File: src/rtl/wb_initiator.sv
// Wishbone classic initiator: turns a burst command (read or write, 1..256 beats)
// into a sequence of independent single Wishbone transfers, one response per beat.
// Errors and timeouts abort the rest of the burst.
module wb_initiator #(
  parameter int TIMEOUT_CYCLES = 255
) (
  input  logic        clk_i,
  input  logic        rstn_i,
  // command
  input  logic        req_valid_i,
  output logic        req_ready_o,
  input  logic        req_we_i,
  input  logic [31:0] req_adr_i,
  input  logic [3:0]  req_sel_i,
  input  logic [7:0]  req_len_i,
  // write data stream
  input  logic        wdat_valid_i,
  output logic        wdat_ready_o,
  input  logic [31:0] wdat_i,
  // per-beat response
  output logic        rsp_valid_o,
  input  logic        rsp_ready_i,
  output logic [31:0] rsp_dat_o,
  output logic        rsp_err_o,
  output logic        rsp_timeout_o,
  output logic        rsp_last_o,
  // Wishbone
  output logic [31:0] wb_adr_o,
  output logic [31:0] wb_dat_o,
  input  logic [31:0] wb_dat_i,
  output logic [3:0]  wb_sel_o,
  output logic        wb_we_o,
  output logic        wb_stb_o,
  output logic        wb_cyc_o,
  input  logic        wb_ack_i,
  input  logic        wb_err_i,
  output logic        busy_o
);

  // counter must be able to reach TIMEOUT_CYCLES itself
  localparam int TW = (TIMEOUT_CYCLES < 1) ? 1 : $clog2(TIMEOUT_CYCLES + 1);
  localparam logic [TW-1:0] TMO_MAX = TW'(TIMEOUT_CYCLES);

  typedef enum logic [1:0] {IDLE, WDATA, BUS, RESP} state_t;

  state_t        state_q, state_d;
  logic          we_q, we_d;
  logic [29:0]   adr_q, adr_d;      // word address; byte offset is always 0 on the bus
  logic [3:0]    sel_q, sel_d;
  logic [7:0]    len_q, len_d;
  logic [7:0]    beat_q, beat_d;
  logic [TW-1:0] tmo_q, tmo_d;
  logic [31:0]   wdat_q, wdat_d;
  logic          cyc_q, cyc_d;      // drives both cyc and stb: single transfers only
  logic          wbwe_q, wbwe_d;
  logic          rvld_q, rvld_d;
  logic [31:0]   rdat_q, rdat_d;
  logic          rerr_q, rerr_d;
  logic          rtmo_q, rtmo_d;
  logic          rlast_q, rlast_d;

  logic          tmo_hit, bus_done, beat_err;

  assign tmo_hit  = (tmo_q == TMO_MAX);
  assign bus_done = wb_ack_i | wb_err_i | tmo_hit;
  // ack wins over a coincident timeout; err wins over a coincident ack
  assign beat_err = wb_err_i | (~wb_ack_i & tmo_hit);

  // next-state and next-output computation for the burst sequencer
  always_comb begin
    state_d = state_q;
    we_d    = we_q;
    adr_d   = adr_q;
    sel_d   = sel_q;
    len_d   = len_q;
    beat_d  = beat_q;
    tmo_d   = tmo_q;
    wdat_d  = wdat_q;
    cyc_d   = cyc_q;
    wbwe_d  = wbwe_q;
    rvld_d  = rvld_q;
    rdat_d  = rdat_q;
    rerr_d  = rerr_q;
    rtmo_d  = rtmo_q;
    rlast_d = rlast_q;
    case (state_q)
      IDLE: begin
        if (req_valid_i) begin
          we_d   = req_we_i;
          adr_d  = req_adr_i[31:2];
          sel_d  = req_sel_i;
          len_d  = req_len_i;
          beat_d = 8'd0;
          if (req_we_i) begin
            state_d = WDATA;
          end else begin
            state_d = BUS;
            cyc_d   = 1'b1;
            wbwe_d  = 1'b0;
            tmo_d   = '0;
          end
        end
      end
      WDATA: begin
        if (wdat_valid_i) begin
          wdat_d  = wdat_i;
          state_d = BUS;
          cyc_d   = 1'b1;
          wbwe_d  = 1'b1;
          tmo_d   = '0;
        end
      end
      BUS: begin
        if (bus_done) begin
          state_d = RESP;
          cyc_d   = 1'b0;
          wbwe_d  = 1'b0;
          rvld_d  = 1'b1;
          rerr_d  = beat_err;
          rtmo_d  = ~wb_ack_i & ~wb_err_i;
          rdat_d  = (wb_ack_i & ~wb_err_i & ~we_q) ? wb_dat_i : 32'd0;
          rlast_d = (beat_q == len_q) | beat_err;
        end else begin
          tmo_d = tmo_q + TW'(1);
        end
      end
      RESP: begin
        if (rsp_ready_i) begin
          rvld_d = 1'b0;
          if (rlast_q) begin
            state_d = IDLE;
          end else begin
            adr_d  = adr_q + 30'd1;
            beat_d = beat_q + 8'd1;
            if (we_q) begin
              state_d = WDATA;
            end else begin
              state_d = BUS;
              cyc_d   = 1'b1;
              tmo_d   = '0;
            end
          end
        end
      end
      default: state_d = IDLE;
    endcase
  end

  // state and registered outputs; reset abandons any command in flight
  always_ff @(posedge clk_i or negedge rstn_i) begin
    if (!rstn_i) begin
      state_q <= IDLE;
      we_q    <= 1'b0;
      adr_q   <= '0;
      sel_q   <= '0;
      len_q   <= '0;
      beat_q  <= '0;
      tmo_q   <= '0;
      wdat_q  <= '0;
      cyc_q   <= 1'b0;
      wbwe_q  <= 1'b0;
      rvld_q  <= 1'b0;
      rdat_q  <= '0;
      rerr_q  <= 1'b0;
      rtmo_q  <= 1'b0;
      rlast_q <= 1'b0;
    end else begin
      state_q <= state_d;
      we_q    <= we_d;
      adr_q   <= adr_d;
      sel_q   <= sel_d;
      len_q   <= len_d;
      beat_q  <= beat_d;
      tmo_q   <= tmo_d;
      wdat_q  <= wdat_d;
      cyc_q   <= cyc_d;
      wbwe_q  <= wbwe_d;
      rvld_q  <= rvld_d;
      rdat_q  <= rdat_d;
      rerr_q  <= rerr_d;
      rtmo_q  <= rtmo_d;
      rlast_q <= rlast_d;
    end
  end

  assign req_ready_o   = (state_q == IDLE);
  assign wdat_ready_o  = (state_q == WDATA);
  assign busy_o        = (state_q != IDLE);
  assign wb_cyc_o      = cyc_q;
  assign wb_stb_o      = cyc_q;
  assign wb_we_o       = wbwe_q;
  assign wb_adr_o      = {adr_q, 2'b00};
  assign wb_sel_o      = sel_q;
  assign wb_dat_o      = wdat_q;
  assign rsp_valid_o   = rvld_q;
  assign rsp_dat_o     = rdat_q;
  assign rsp_err_o     = rerr_q;
  assign rsp_timeout_o = rtmo_q;
  assign rsp_last_o    = rlast_q;

endmodule

File: config.mk
export PLATFORM = sky130hd
export DESIGN_NAME = wb_initiator
export DESIGN_NICKNAME = d
export VERILOG_FILES = /design/src/rtl/wb_initiator.sv
export SDC_FILE = /design/constraint.sdc
export NUM_CORES = 1
export LEC_CHECK = 0
export CAP_MARGIN = 40
export CORE_MARGIN = 1.5
export CORE_UTILIZATION = 45
export DETAILED_ROUTE_END_ITERATION = 12
export HOLD_SLACK_MARGIN = 0.1
export PLACE_DENSITY_LB_ADDON = 0.08
export SLEW_MARGIN = 20
export SYNTH_ARGS = -nofsm -noshare
export SYNTH_HDL_FRONTEND = slang
export SYNTH_SLANG_ARGS = --single-unit
File: constraint.sdc
create_clock -name clk_i -period 5.1 [get_ports clk_i]
set_input_delay 1.275 -clock clk_i [delete_from_list [all_inputs] [get_ports clk_i]]
set_output_delay 1.275 -clock clk_i [all_outputs]
set_load 0.02 [all_outputs]
# Yosys cells after proc, flatten, opt, wreduce, memory -nomap -nowiden
# Cells that the tools add are included.
[totals] register_bits=131 latchBits=0 mem_bits_rw=0 mem_bits_ro=0 inputBits=116 output_inout_bits=110 wordCells=95 mem_count=0
[op_classes] add_sub_neg=3 mul=0 div=0 magnitude_cmp=0 eq_ne=13 n_shift=0 muxes=39 bitwise_logic=11 reduce_logical=14
[ops] op="30-bit 2-to-1 mux" n=3
[ops] op="8-bit 2-to-1 mux" n=10
[ops] op="30-bit one-hot mux with 2 select lines" n=1
[ops] op="32-bit 2-to-1 mux" n=1
[ops] op="8-bit one-hot mux with 4 select lines" n=1
[ops] op="30-bit by 1-bit adder with 30-bit output (second input constant)" n=1
[ops] op="8-bit by 1-bit adder with 8-bit output (second input constant)" n=2
[ops] op="2-bit != test (second input constant)" n=8
[ops] op="8-bit one-hot mux with 2 select lines" n=1
[ops] op="2-bit 2-to-1 mux" n=7
[ops] op="7-bit AND reduction" n=2
[ops] op="1-bit 2-to-1 mux" n=11
[ops] op="8-bit equality test" n=1
[ops] op="8-bit equality test (second input constant)" n=1
[ops] op="2-bit one-hot mux with 4 select lines" n=1
[ops] op="4-bit AND reduction" n=2
[ops] op="2-bit AND reduction" n=3
[ops] op="2-bit nonzero test" n=3
[ops] op="5-bit AND reduction" n=1
[ops] op="1-bit AND" n=4
[ops] op="2-bit equality test (second input constant)" n=2
[ops] op="1-bit OR" n=4
[ops] op="1-bit one-hot mux with 4 select lines" n=1
[ops] op="1-bit inverter" n=3
[ops] op="6 further kinds" n=6

# Depth between registers and ports, before layout
[depth] ltp_word=4 ltp_mapped=8 mapped_depth_nobuf=6

# Worst setup path before layout
# OpenSTA, ideal clock, no wires.
[synth_timing] kind="register to output" startpoint="register state_q[1]" endpoint="output busy_o" arrival_ps=1173 required_ps=3825 slack_ps=2652 stages_incl_launch_ff=5 n_path_buf=2 cell_sequence="dfrtp_1 -> buf_2 -> buf_2 -> nor2_1 -> inv_1"
[synth_via] elab_chain_cells=1
[synth_rtl] element="from (decl)" line="46" rtl="state_t state_q, state_d;"
[synth_rtl] element="from (signal assigned)" line="168" rtl="state_q <= state_d;"
[synth_rtl] element="2-bit nonzero test" line="188" rtl="assign busy_o = (state_q != IDLE);"
[synth_rtl] element="to (decl)" line="37" rtl="output logic busy_o"
# No other way between the ends.

# Final worst setup path
[layout_timing] startpoint="register state_q[0]" endpoint="output wdat_ready_o"
[layout_via] elab_chain_cells=1
[layout_rtl] element="2-bit by 1-bit equality test with 1-bit output" line="187" rtl="assign wdat_ready_o = (state_q == WDATA);"
[layout_rtl] element="to (decl)" line="18" rtl="output logic wdat_ready_o,"
# No other way between the ends.

==> summary.txt <==
Outcome
  – Status: completed

Yosys
  – XOR/XNOR share of the synthesized area: 1.97%
  – Syn. warnings: 0
  – Mux share of post-synthesis cell area: 6.29%
  – Sequential area share after synthesis: a little over half
  – Synth Area in Compound Gates: 12.4%
  – Post-Synth Simple-Gate Area: 22.4%
  – Synth Area per Inst: just under 10 um^2
  – Distinct cell type count after synthesis: 61
  – EDFF count, synth: 0
  – Main flop type after synthesis: dfrtp_1
  – Post-Syn Instances: around 640
  – Main combinational cell family by area after synthesis: simple AND/OR/NAND/NOR gates
  – Asr flop ratio synth: 100%
  – Synth Area in Adders: less than 1%
  – Synthesized flop and latch total: 131
  – Post-Syn Area: around 6200 um^2

STA
  – Setup Viol. Count Final: 0
  – Final TNS setup: 0 ps
  – Minimum clock period after layout: 3370 ps
  – Final slew viol count: 0
  – Fin Clk Skew: 7.35 ps
  – Final Hold Vio Count: 0
  – Max Freq: 0.297 GHz
  – Tcrit/Tclk final: between 60% and 70%
  – Worst slew pin tran: 764 ps
  – Worst relative slew slack: 49.0%
  – RSZ-0062 raised after global routing: false

Routing
  – Final wirelength: 17.2 mm
  – DRC viols: 0
  – Starting DRT DRC Count: a little over 300
  – Vias: 5,702
  – Routed len/inst: 16.5 um
  – Detailed Routing Iterations Pass 1: 4
  – Post-route ant nets: 0
  – Vias/cell: 5.47

Place
  – DP HPWL: 12.0 mm
  – Gpl congestion: 0.846
  – DP Area: 8590 um^2
  – IO buf count: 221

Critical path
  – FF-to-FF End: adr_q[16]
  – CP cell instances: inv_1, nor2_1, clkdlybuf4s50_1
  – CP arrival: 2100 ps
  – Slowest cell delay on critical path: between 600 and 700 ps
  – Worst Path Required: between 3000 and 4000 ps
  – Critical Path Fanout Max: 16
  – RR Startpoint: state_q[1]
  – Flop2flop setup slack: 2590 ps
  – Delay-heaviest family, CP: buffers and inverters
  – Path depth of the worst reg2reg path: 4
  – Buffers & Inverters on Critical Path: 2
  – Critical-path top delay cell: clkdlybuf4s50_1
  – Kind of critical path: reg -> out
  – Critical Path End Type: output port
  – CP Launch Type: flop

Clock tree
  – CTS max path bufs: 2
  – Clock Tree Root: clkbuf_16
  – Hold-fix buffers, CTS: 0
  – Worst skew pair latency: roughly 420 ps
  – TritonCTS clock tree: built
  – Clk slew on worst S/H paths: roughly 60 ps
  – Htree depth: 4
  – CTS sink count: 131
  – Post-CTS Resized: 0
  – # Post-CTS Setup Buffers: 0
  – Number of CTS-inserted buffers: 17

GRT
  – Maximum number of pins on one net before global-route repair: roughly 80
  – Initial antenna violation count: 0
  – Vias in the first global route: between 5,000 and 6,000
  – Global route overflow: 0
  – First-pass GRT wire length: 27.7 mm
  – GRT Util Overall: 24.2%

Power and ir drop
  – Peak supply drop: roughly 0.00034 V
  – Reg power frac: 32.5%
  – PD cells: 619 nW/um^2
  – P_sw: 2230 uW
  – Switching share of power: 39.1%
  – Clk pwr share: between 20% and 30%
  – Leak: 0.00398 uW
  – Design Power: around 5700 uW
  – Logic pwr share: 44.6%
  – Internal: about 3500 uW

Die
  – Rows: 42
  – Die X-Extent: 121 um
  – Die height: 121 um
  – Starting density of the core: a little under half
  – Die ar.: 14,500 um^2
  – Core area: 13,300 um^2
  – IO Pins: 226

Run
  – Max_cap viols: 0

Hold path
  – Worst Hold Depth: 2
  – Hold_sp: rsp_dat_o[13]
  – Hold Path End: rsp_dat_o[13]
  – Hold WC Path Type: reg -> reg

Layout
  – Commonest non-fill, non-tap cell in the layout: clkdlybuf4s50_1
  – Fin area: 9230 um^2
  – N_diodes: 0
  – Core Util, Final: between 60 and 70%
  – Final layout net count: 972
  – Commonest non-fill, non-tap cells in the layout: clkdlybuf4s50_1, nand2_1, dfrtp_1
  – Area grow syn2layout: 48.3%
  – Fillers: ~1,000
  – Share of cells above drive strength 1: 10.6%
==> cell families after synthesis <==
group | Yosys count
multiplexers | 35
other | 1
buffers and inverters | 47
AND/OR/NAND/NOR | 291
flip-flops | 131
AO/OA/AOI/OAI | 119
XOR/XNOR | 14
adder cells (fa/ha/maj) | 3
==> worst reg2reg max path: stages, from the launching register on <==
cell and delay [ps]:
dfrtp_1 660, or3b_1 700, nand2_2 520, a41oi_1 360, o21ai_0 130
==> area by class of cell <==
| type | instances | area, um^2 | share of cell area [%] |
|---|---|---|---|
| clock inverters | 14 | 203 | 2.20 |
| multi-input cells | 464 | 2750 | 29.8 |
| repair buffers | 231 | 2320 | 25.1 |
| inverters | 8 | 30.0 | 0.325 |
| clock buffers | 18 | 429 | 4.65 |
| flip-flops and latches | 131 | 3280 | 35.5 |
| well taps | 176 | 220 | 2.39 |
==> synthesized netlist by cell type, types with 5 or more instances <==
cell,instances,area [um^2]
xnor2_1,9,78.8
o21ai_0,34,170
nor4_1,7,43.8
nor2_1,34,128
and3_1,14,87.6
dfrtp_1,131,3280
mux2_2,33,372
o22ai_1,8,50.1
inv_1,8,30.0
a2bb2oi_1,5,43.8
nand4_1,11,68.8
a21oi_1,31,155
nand2_1,135,507
buf_2,15,75.1
nand3_1,58,290
nor3_1,9,45.0
xor2_1,5,43.8
a31oi_1,8,50.1
buf_4,7,52.6
clkbuf_1,16,60.1
==> metrics by stage <==
step | std cells | hold slack, ps | setup WS (ps)
6_report | 1042 | 466 | 1730
5_1_grt | 1042 | 488 | 1650
4_1_cts | 1042 | 470 | 1730
3_5_place_dp | 1010 | 456 | 1470
3_3_place_gp | 1008 | 450 | 1560
2_1_floorplan | 642 | 466 | 2650
==> per-layer routing <==
metal  up-vias  part of all wire, %  global-route usage [%]
li1       2704                    -                       -
met1      2722                   42                    31.8
met2       251                   47                    37.7
met3        25                  8.3                    7.55
met4         0                  1.9                    9.04
met5         -                    0                       0
==> power by group through the flow <==
stage | combinational (uW) | sequential (uW) | clock, uW
floorplan | 1030 | 2220 | 0
global placement | 2490 | 1840 | 0
detailed placement | 2550 | 1870 | 0
CTS | 2560 | 1860 | 1320
global route | 2750 | 1920 | 1370
finish | 2550 | 1860 | 1310
==> flip-flops by register name, indices dropped and copies added, names as in the netlist, 2 cells and up <==
name	cells
state_q	2
rsp_dat_o	32
wb_sel_o	4
adr_q	30
wb_dat_o	32
beat_q	8
len_q	8
tmo_q	8
==> worst max-delay path by stage <==
stage | from | cells after the start | endpoint | slack [ps]
floorplan | state_q[1] | 4 | busy_o | 2650
global placement | req_valid_i | 6 | adr_q[26] | 1560
detailed placement | req_valid_i | 5 | adr_q[16] | 1470
CTS | state_q[0] | 3 | wdat_ready_o | 1730
global route | state_q[0] | 3 | wdat_ready_o | 1650
finish | state_q[0] | 3 | wdat_ready_o | 1730
(Power assumes the default switching activity.)
